--- src/rtl/scn_pkg.sv ---
// Shared types and defaults for the screen-draw scheduler.
`timescale 1ns/1ps
package scn_pkg;

  localparam int SCN_W            = 4;
  localparam int DEF_INIT_CYCLES  = 64;
  localparam int DEF_TIMEOUT      = 1048576;
  localparam int DEF_SLIDE_PERIOD = 50000000;
  localparam int DEF_CNT_W        = 26;

  typedef enum logic [1:0] {
    ST_IDLE      = 2'd0,
    ST_START     = 2'd1,
    ST_WAIT_LOW  = 2'd2,
    ST_WAIT_DONE = 2'd3
  } state_t;

  // Wraps to the first slide when the range is inverted or the current
  // screen is at/after the end of the range or outside it.
  function automatic logic [SCN_W-1:0] next_slide(
    input logic [SCN_W-1:0] cur,
    input logic [SCN_W-1:0] first,
    input logic [SCN_W-1:0] last
  );
    if (first > last) return first;
    if (cur == last || cur < first || cur > last) return first;
    return cur + SCN_W'(1);
  endfunction

endpackage

--- src/rtl/scn_draw_sched_slide_timer.sv ---
// Slideshow period counter, pending-advance flag and next-screen selection.
`timescale 1ns/1ps
module slide_timer
  import scn_pkg::*;
#(
  parameter int SLIDE_PERIOD = DEF_SLIDE_PERIOD,
  parameter int CNT_W        = DEF_CNT_W
) (
  input  logic             clk,
  input  logic             rst_neg,
  input  logic             slide_en,
  input  logic [SCN_W-1:0] slide_first,
  input  logic [SCN_W-1:0] slide_last,
  input  logic [SCN_W-1:0] cur_scn,
  input  logic             grant,
  output logic             pend,
  output logic [SCN_W-1:0] next_scn
);

  logic [CNT_W-1:0] period_cnt;
  logic             wrap;

  assign wrap = (period_cnt == CNT_W'(SLIDE_PERIOD - 1));

  always_ff @(posedge clk or negedge rst_neg) begin
    if (!rst_neg) begin
      period_cnt <= '0;
      pend       <= 1'b0;
    end else if (!slide_en) begin
      period_cnt <= '0;
      pend       <= 1'b0;
    end else begin
      period_cnt <= wrap ? '0 : period_cnt + CNT_W'(1);
      // A fresh period end outranks a grant so no advance is ever lost.
      if (wrap)
        pend <= 1'b1;
      else if (grant)
        pend <= 1'b0;
    end
  end

  assign next_scn = next_slide(cur_scn, slide_first, slide_last);

endmodule

--- src/rtl/scn_draw_sched.sv ---
// Arbitrates CPU and slideshow draw requests onto the draw_scn datapath,
// sequencing init_draw and watching done_draw with a timeout.
`timescale 1ns/1ps
module scn_draw_sched
  import scn_pkg::*;
#(
  parameter int INIT_CYCLES  = DEF_INIT_CYCLES,
  parameter int TIMEOUT      = DEF_TIMEOUT,
  parameter int SLIDE_PERIOD = DEF_SLIDE_PERIOD,
  parameter int CNT_W        = DEF_CNT_W
) (
  input  logic             clk,
  input  logic             rst_neg,
  input  logic             cpu_req,
  input  logic [SCN_W-1:0] cpu_scn,
  output logic             cpu_ack,
  input  logic             slide_en,
  input  logic [SCN_W-1:0] slide_first,
  input  logic [SCN_W-1:0] slide_last,
  output logic             busy,
  output logic [SCN_W-1:0] cur_scn,
  output logic             err,
  input  logic             err_clr,
  output logic             init_draw,
  output logic [SCN_W-1:0] opt_scn,
  input  logic             done_draw
);

  localparam int INIT_W = $clog2(INIT_CYCLES) + 1;

  state_t           state;
  logic             done_meta;
  logic             done_s;
  logic [INIT_W-1:0] init_cnt;
  logic [CNT_W-1:0] to_cnt;
  logic             to_hit;
  logic             slide_pend;
  logic             slide_grant;
  logic [SCN_W-1:0] slide_scn;

  // done_draw comes from the sck domain.
  always_ff @(posedge clk or negedge rst_neg) begin
    if (!rst_neg) begin
      done_meta <= 1'b0;
      done_s    <= 1'b0;
    end else begin
      done_meta <= done_draw;
      done_s    <= done_meta;
    end
  end

  assign slide_grant = (state == ST_IDLE) && !cpu_req && slide_pend;
  assign to_hit      = (to_cnt == CNT_W'(TIMEOUT - 1));

  slide_timer #(
    .SLIDE_PERIOD (SLIDE_PERIOD),
    .CNT_W        (CNT_W)
  ) u_slide_timer (
    .clk         (clk),
    .rst_neg     (rst_neg),
    .slide_en    (slide_en),
    .slide_first (slide_first),
    .slide_last  (slide_last),
    .cur_scn     (cur_scn),
    .grant       (slide_grant),
    .pend        (slide_pend),
    .next_scn    (slide_scn)
  );

  always_ff @(posedge clk or negedge rst_neg) begin
    if (!rst_neg) begin
      state     <= ST_IDLE;
      init_draw <= 1'b0;
      opt_scn   <= '0;
      cur_scn   <= '0;
      cpu_ack   <= 1'b0;
      busy      <= 1'b0;
      err       <= 1'b0;
      init_cnt  <= '0;
      to_cnt    <= '0;
    end else begin
      cpu_ack <= 1'b0;
      // A timeout set later in this block overrides the clear.
      if (err_clr)
        err <= 1'b0;

      case (state)
        ST_IDLE: begin
          if (cpu_req) begin
            opt_scn   <= cpu_scn;
            cpu_ack   <= 1'b1;
            busy      <= 1'b1;
            init_draw <= 1'b1;
            init_cnt  <= '0;
            state     <= ST_START;
          end else if (slide_pend) begin
            opt_scn   <= slide_scn;
            busy      <= 1'b1;
            init_draw <= 1'b1;
            init_cnt  <= '0;
            state     <= ST_START;
          end
        end

        ST_START: begin
          if (init_cnt == INIT_W'(INIT_CYCLES - 1)) begin
            init_draw <= 1'b0;
            to_cnt    <= '0;
            state     <= ST_WAIT_LOW;
          end else begin
            init_cnt <= init_cnt + INIT_W'(1);
          end
        end

        ST_WAIT_LOW: begin
          // The datapath may still show the previous draw's done.
          if (to_hit) begin
            err   <= 1'b1;
            busy  <= 1'b0;
            state <= ST_IDLE;
          end else begin
            to_cnt <= to_cnt + CNT_W'(1);
            if (!done_s)
              state <= ST_WAIT_DONE;
          end
        end

        ST_WAIT_DONE: begin
          if (done_s) begin
            cur_scn <= opt_scn;
            busy    <= 1'b0;
            state   <= ST_IDLE;
          end else if (to_hit) begin
            err   <= 1'b1;
            busy  <= 1'b0;
            state <= ST_IDLE;
          end else begin
            to_cnt <= to_cnt + CNT_W'(1);
          end
        end

        default: state <= ST_IDLE;
      endcase
    end
  end

endmodule

--- config.mk ---
export PLATFORM = sky130hd
export DESIGN_NAME = scn_draw_sched
export DESIGN_NICKNAME = d
export VERILOG_FILES = /design/src/rtl/scn_pkg.sv /design/src/rtl/scn_draw_sched_slide_timer.sv /design/src/rtl/scn_draw_sched.sv
export SDC_FILE = /design/constraint.sdc
export NUM_CORES = 1
export LEC_CHECK = 0
export CAP_MARGIN = 20
export CORE_ASPECT_RATIO = 1.25
export CORE_UTILIZATION = 62
export CTS_CLUSTER_DIAMETER = 80
export DETAILED_ROUTE_END_ITERATION = 8
export PLACE_DENSITY_LB_ADDON = 0.25
export SETUP_SLACK_MARGIN = 0.5
export SYNTH_ARGS = -nofsm -noshare
export SYNTH_HDL_FRONTEND = slang
export SYNTH_HIERARCHICAL = 1
export SYNTH_SLANG_ARGS = --single-unit
--- constraint.sdc ---
create_clock -name clk -period 7 [get_ports clk]
set_input_delay 0.7 -clock clk [delete_from_list [all_inputs] [get_ports clk]]
set_output_delay 0.7 -clock clk [all_outputs]
set_load 0.05 [all_outputs]
==> results by group <==
Status
  – Status: completed

Drt
  – Mean routed wirelength per cell: 14.8 um
  – Routed wire length: 8060 um
  – Drt pass-1 iters: 5
  – Initial DRC Count: 231
  – Post-route ant nets: 0
  – DRC: 0
  – Via count: 3187
  – Vias per cell: 5.87

Clock network
  – Clock tree buffer depth: 2
  – Post-CTS Setup Inserts: 0
  – CTS Buf Count: 9
  – CTS tree: done
  – H-tree levels: 3
  – Clock transition at path regs: 0.08 ns
  – CTS Hold Bufs: 0
  – # clock sinks: 76
  – Clk Latency, worst-skew pair: 0.36 ns
  – Post-CTS Resized: 0
  – CTS Root Buffer Type: clkbuf_8

Logic synthesis
  – Synth Area in Simple Gates: 24.6%
  – Syn_area_per_cell: 9.98 um2
  – Syn_nets: 453
  – Sequential-to-total area share from yosys stat: 45.4%
  – Compound-gate portion of the synthesized area: 11.6%
  – Main combinational cell family by area after synthesis: simple AND/OR/NAND/NOR gates
  – Netlist cell types: 57
  – Seq cells post-synth: 76
  – Synth Instances: 420
  – Mux share of post-synthesis cell area: 4.00%
  – Xor and xnor fraction of the mapped netlist area: 6.90%
  – Synthesis warning total: 6
  – Synthesized cell area: 0.00419 mm2
  – Post-synthesis adder-cell area fraction: 4.48%

Timing
  – Max Clock Freq: 0.354 GHz
  – RSZ-0062 raised after global routing: no
  – Setup violations, final: 0
  – Layout Skew: 0.0106 ns
  – Slew Limit Fails: 0
  – Setup TNS: 0 ns
  – Tcrit/Tclk final: 40.3%
  – Final Hold Viols: 0
  – Min cycle time layout: 2.82 ns
  – Least-Margin Pin Slew: 0.941 ns
  – Worst slew margin: 37.3%

Cells and area
  – Layout area overhead: 13.3%
  – Nets@finish: 484
  – Share of layout cells above drive strength 1: 12.1%
  – Final instance count without filler cells: 543
  – # diodes: 0

Worst setup path
  – Setup crit start kind: primary input
  – Critical R2R Capture: opt_scn[1]
  – CP arrival: 3.06 ns
  – Reg2Reg Setup Slack: 4.47 ns
  – R2R depth: 9
  – Critical path peak fanout: 4
  – Most frequent CP cell: a21oi_1
  – Crit end category: flip-flop
  – CP Data Required Time: 7.24 ns
  – Worst path slowest cell: clkdlybuf4s50_1
  – RR Startpoint: cur_scn[0]
  – CP Class: in2reg
  – Worst path max stage delay: 0.45 ns
  – Critical path cell sequence: clkdlybuf4s50_1, ha_1, nand2b_1, a2111oi_0, a21oi_1, a2111oi_4, mux2_1, mux2i_1, a21oi_1

Place
  – Placed cell count: 527
  – Port Buffer Count: 29
  – Hpwl dp: 5650 um
  – RePlAce Congestion: 0.785

Die
  – Die W: 75.5 um
  – Die H: 93.9 um
  – Area of the core: 0.00657 mm2
  – Starting Density: 63.8%
  – Die Area: 0.00709 mm2
  – I/O pin count: 30
  – Row count: 33

Min path
  – WHS Endpoint: done_s
  – Worst hold start: done_meta
  – Hold Path Stages: 0
  – Class of the worst hold path: reg2reg

Run
  – Max Cap Viol: 0

Global route
  – M2 GR Usage: 46.2%
  – Grt met1 use: 28.7%
  – Largest net degree at the start of global routing: 77
  – GRT Residual Overflow: 0
  – Global Route Usage Sum: 25.9%
  – Vias in the first global route: 3251
  – Gr busiest metal: met2
  – Met3 GRT Util: 3.86%
  – First-pass GRT wire length: 13800 um
  – Initial antenna violation count: 0

Power
  – Maximum vdd ir drop: 0.000251 V
  – Power Density: 267 mW/mm2
  – Leakage: 1.98 nW
synth_stat cells, drive strengths merged:
cell type  instances  share of area [%]
a21oi             27                3.8
and2               5               0.75
a21o               1               0.18
o311a              1               0.24
xnor2             11                2.3
nor2b              1               0.15
or4                4               0.99
or3               20                3.0
nor4               4                1.1
o21a               2               0.36
a21boi             2               0.36
o31ai              2               0.69
nand2             25                2.2
a31oi              1               0.15
a2111oi            2               0.87
nor2              49                4.6
clkbuf             4               0.36
and3               5               0.75
nand4b             3               0.63
nand3             22                2.6
ha                15                4.5
o211ai             4                1.5
nor3              11                1.6
buf                7                1.2
nor4b              4               0.99
inv               17                1.5
o21ai             25                3.3
or3b               1               0.21
nand2b             5               0.75
a21bo              1               0.24
nand4             20                3.3
mux2i             10                2.4
mux2               6                1.6
dfrtp             76                 45
nand3b             1               0.18
or2                1               0.15
nor3b              2               0.36
nand4bb            1               0.27
xor2              22                4.6
metrics by stage:
step / setup slack [ns] / total power, mW / util, % / cell area, um2 / hold WS [ns]
4_1_cts: 4.18 / 1.28 / 72.3 / 4750 / 0.366
5_1_grt: 4.01 / 1.34 / 72.3 / 4750 / 0.369
3_5_place_dp: 3.79 / 0.932 / 69.2 / 4540 / 0.346
3_3_place_gp: 3.89 / 0.918 / 69.2 / 4540 / 0.335
6_report: 4.18 / 1.27 / 72.3 / 4750 / 0.360
2_1_floorplan: 4.36 / 0.807 / - / 4190 / 0.331
layout by cell type, fill, tap and decap left out, types with 5 or more instances in the layout:
master | Yosys | routed
a21oi_1 | 21 | 21
mux2_2 | 5 | 5
and3_1 | 5 | 5
nor2_1 | 46 | 46
o21ai_0 | 19 | 19
and2_1 | 5 | 5
xnor2_1 | 11 | 11
nand2_1 | 25 | 25
a21oi_2 | 6 | 6
or3_1 | 20 | 20
clkbuf_8 | 0 | 9
inv_1 | 16 | 16
nand2b_1 | 5 | 5
ha_1 | 15 | 15
mux2i_1 | 10 | 10
nor3_1 | 9 | 8
nand3_1 | 22 | 22
clkdlybuf4s50_1 | 0 | 28
xor2_1 | 22 | 22
dfrtp_1 | 76 | 76
nand4_1 | 19 | 19
cells by family (layout without fill, tap and decap cells):
family / after synthesis / in the layout
buffers and inverters: 28 / 64
AO/OA/AOI/OAI: 68 / 68
multiplexers: 16 / 16
XOR/XNOR: 33 / 33
adder cells (fa/ha/maj): 15 / 15
flip-flops: 76 / 76
AND/OR/NAND/NOR: 184 / 184
registers in the layout, indices dropped and copies added, names as in the netlist:
| register | cells |
|---|---|
| init_draw | 1 |
| state | 2 |
| done_meta | 1 |
| opt_scn | 4 |
| u_slide_timer/period_cnt | 26 |
| cpu_ack | 1 |
| cur_scn | 4 |
| u_slide_timer/pend | 1 |
| err | 1 |
| busy | 1 |
| done_s | 1 |
| to_cnt | 26 |
| init_cnt | 7 |
worst max-delay path by stage:
stage                        from          to  slack (ns)  cells after the start
floorplan              cur_scn[0]  opt_scn[1]        4.36                      9
global placement    slide_last[0]  opt_scn[1]        3.89                      9
detailed placement  slide_last[0]  opt_scn[1]        3.79                      9
CTS                 slide_last[0]  opt_scn[1]        4.18                      9
global route        slide_last[0]  opt_scn[1]        4.01                      9
finish              slide_last[0]  opt_scn[1]        4.18                      9
final cells by class:
type / count / area (um2)
clock buffer: 9 / 124
clock inverter: 7 / 81.3
fill: 481 / 1820
inverter: 17 / 63.8
multi-input combinational: 316 / 2160
sequential: 76 / 1900
tap: 87 / 109
timing repair buffer: 31 / 303
routing by layer:
metal	share of wire [%]	wire [um]
met5	0	0
met4	2.2	174
met3	1.8	148
met2	53	4260
met1	43	3480
power breakdown:
group          switching, mW  internal [mW]
sequential            0.0587          0.492
combinational          0.226          0.145
clock                  0.176          0.169
critical path, delay by kind of cell:
family | cells | cell delay [ns]
buffers and inverters | 1 | 0.45
adders and majority gates | 1 | 0.31
AOI/OAI and AO/OA | 4 | 0.99
and+or+nand+nor | 1 | 0.13
muxes | 2 | 0.48
Note: power is estimated with default switching activity, not from simulation.
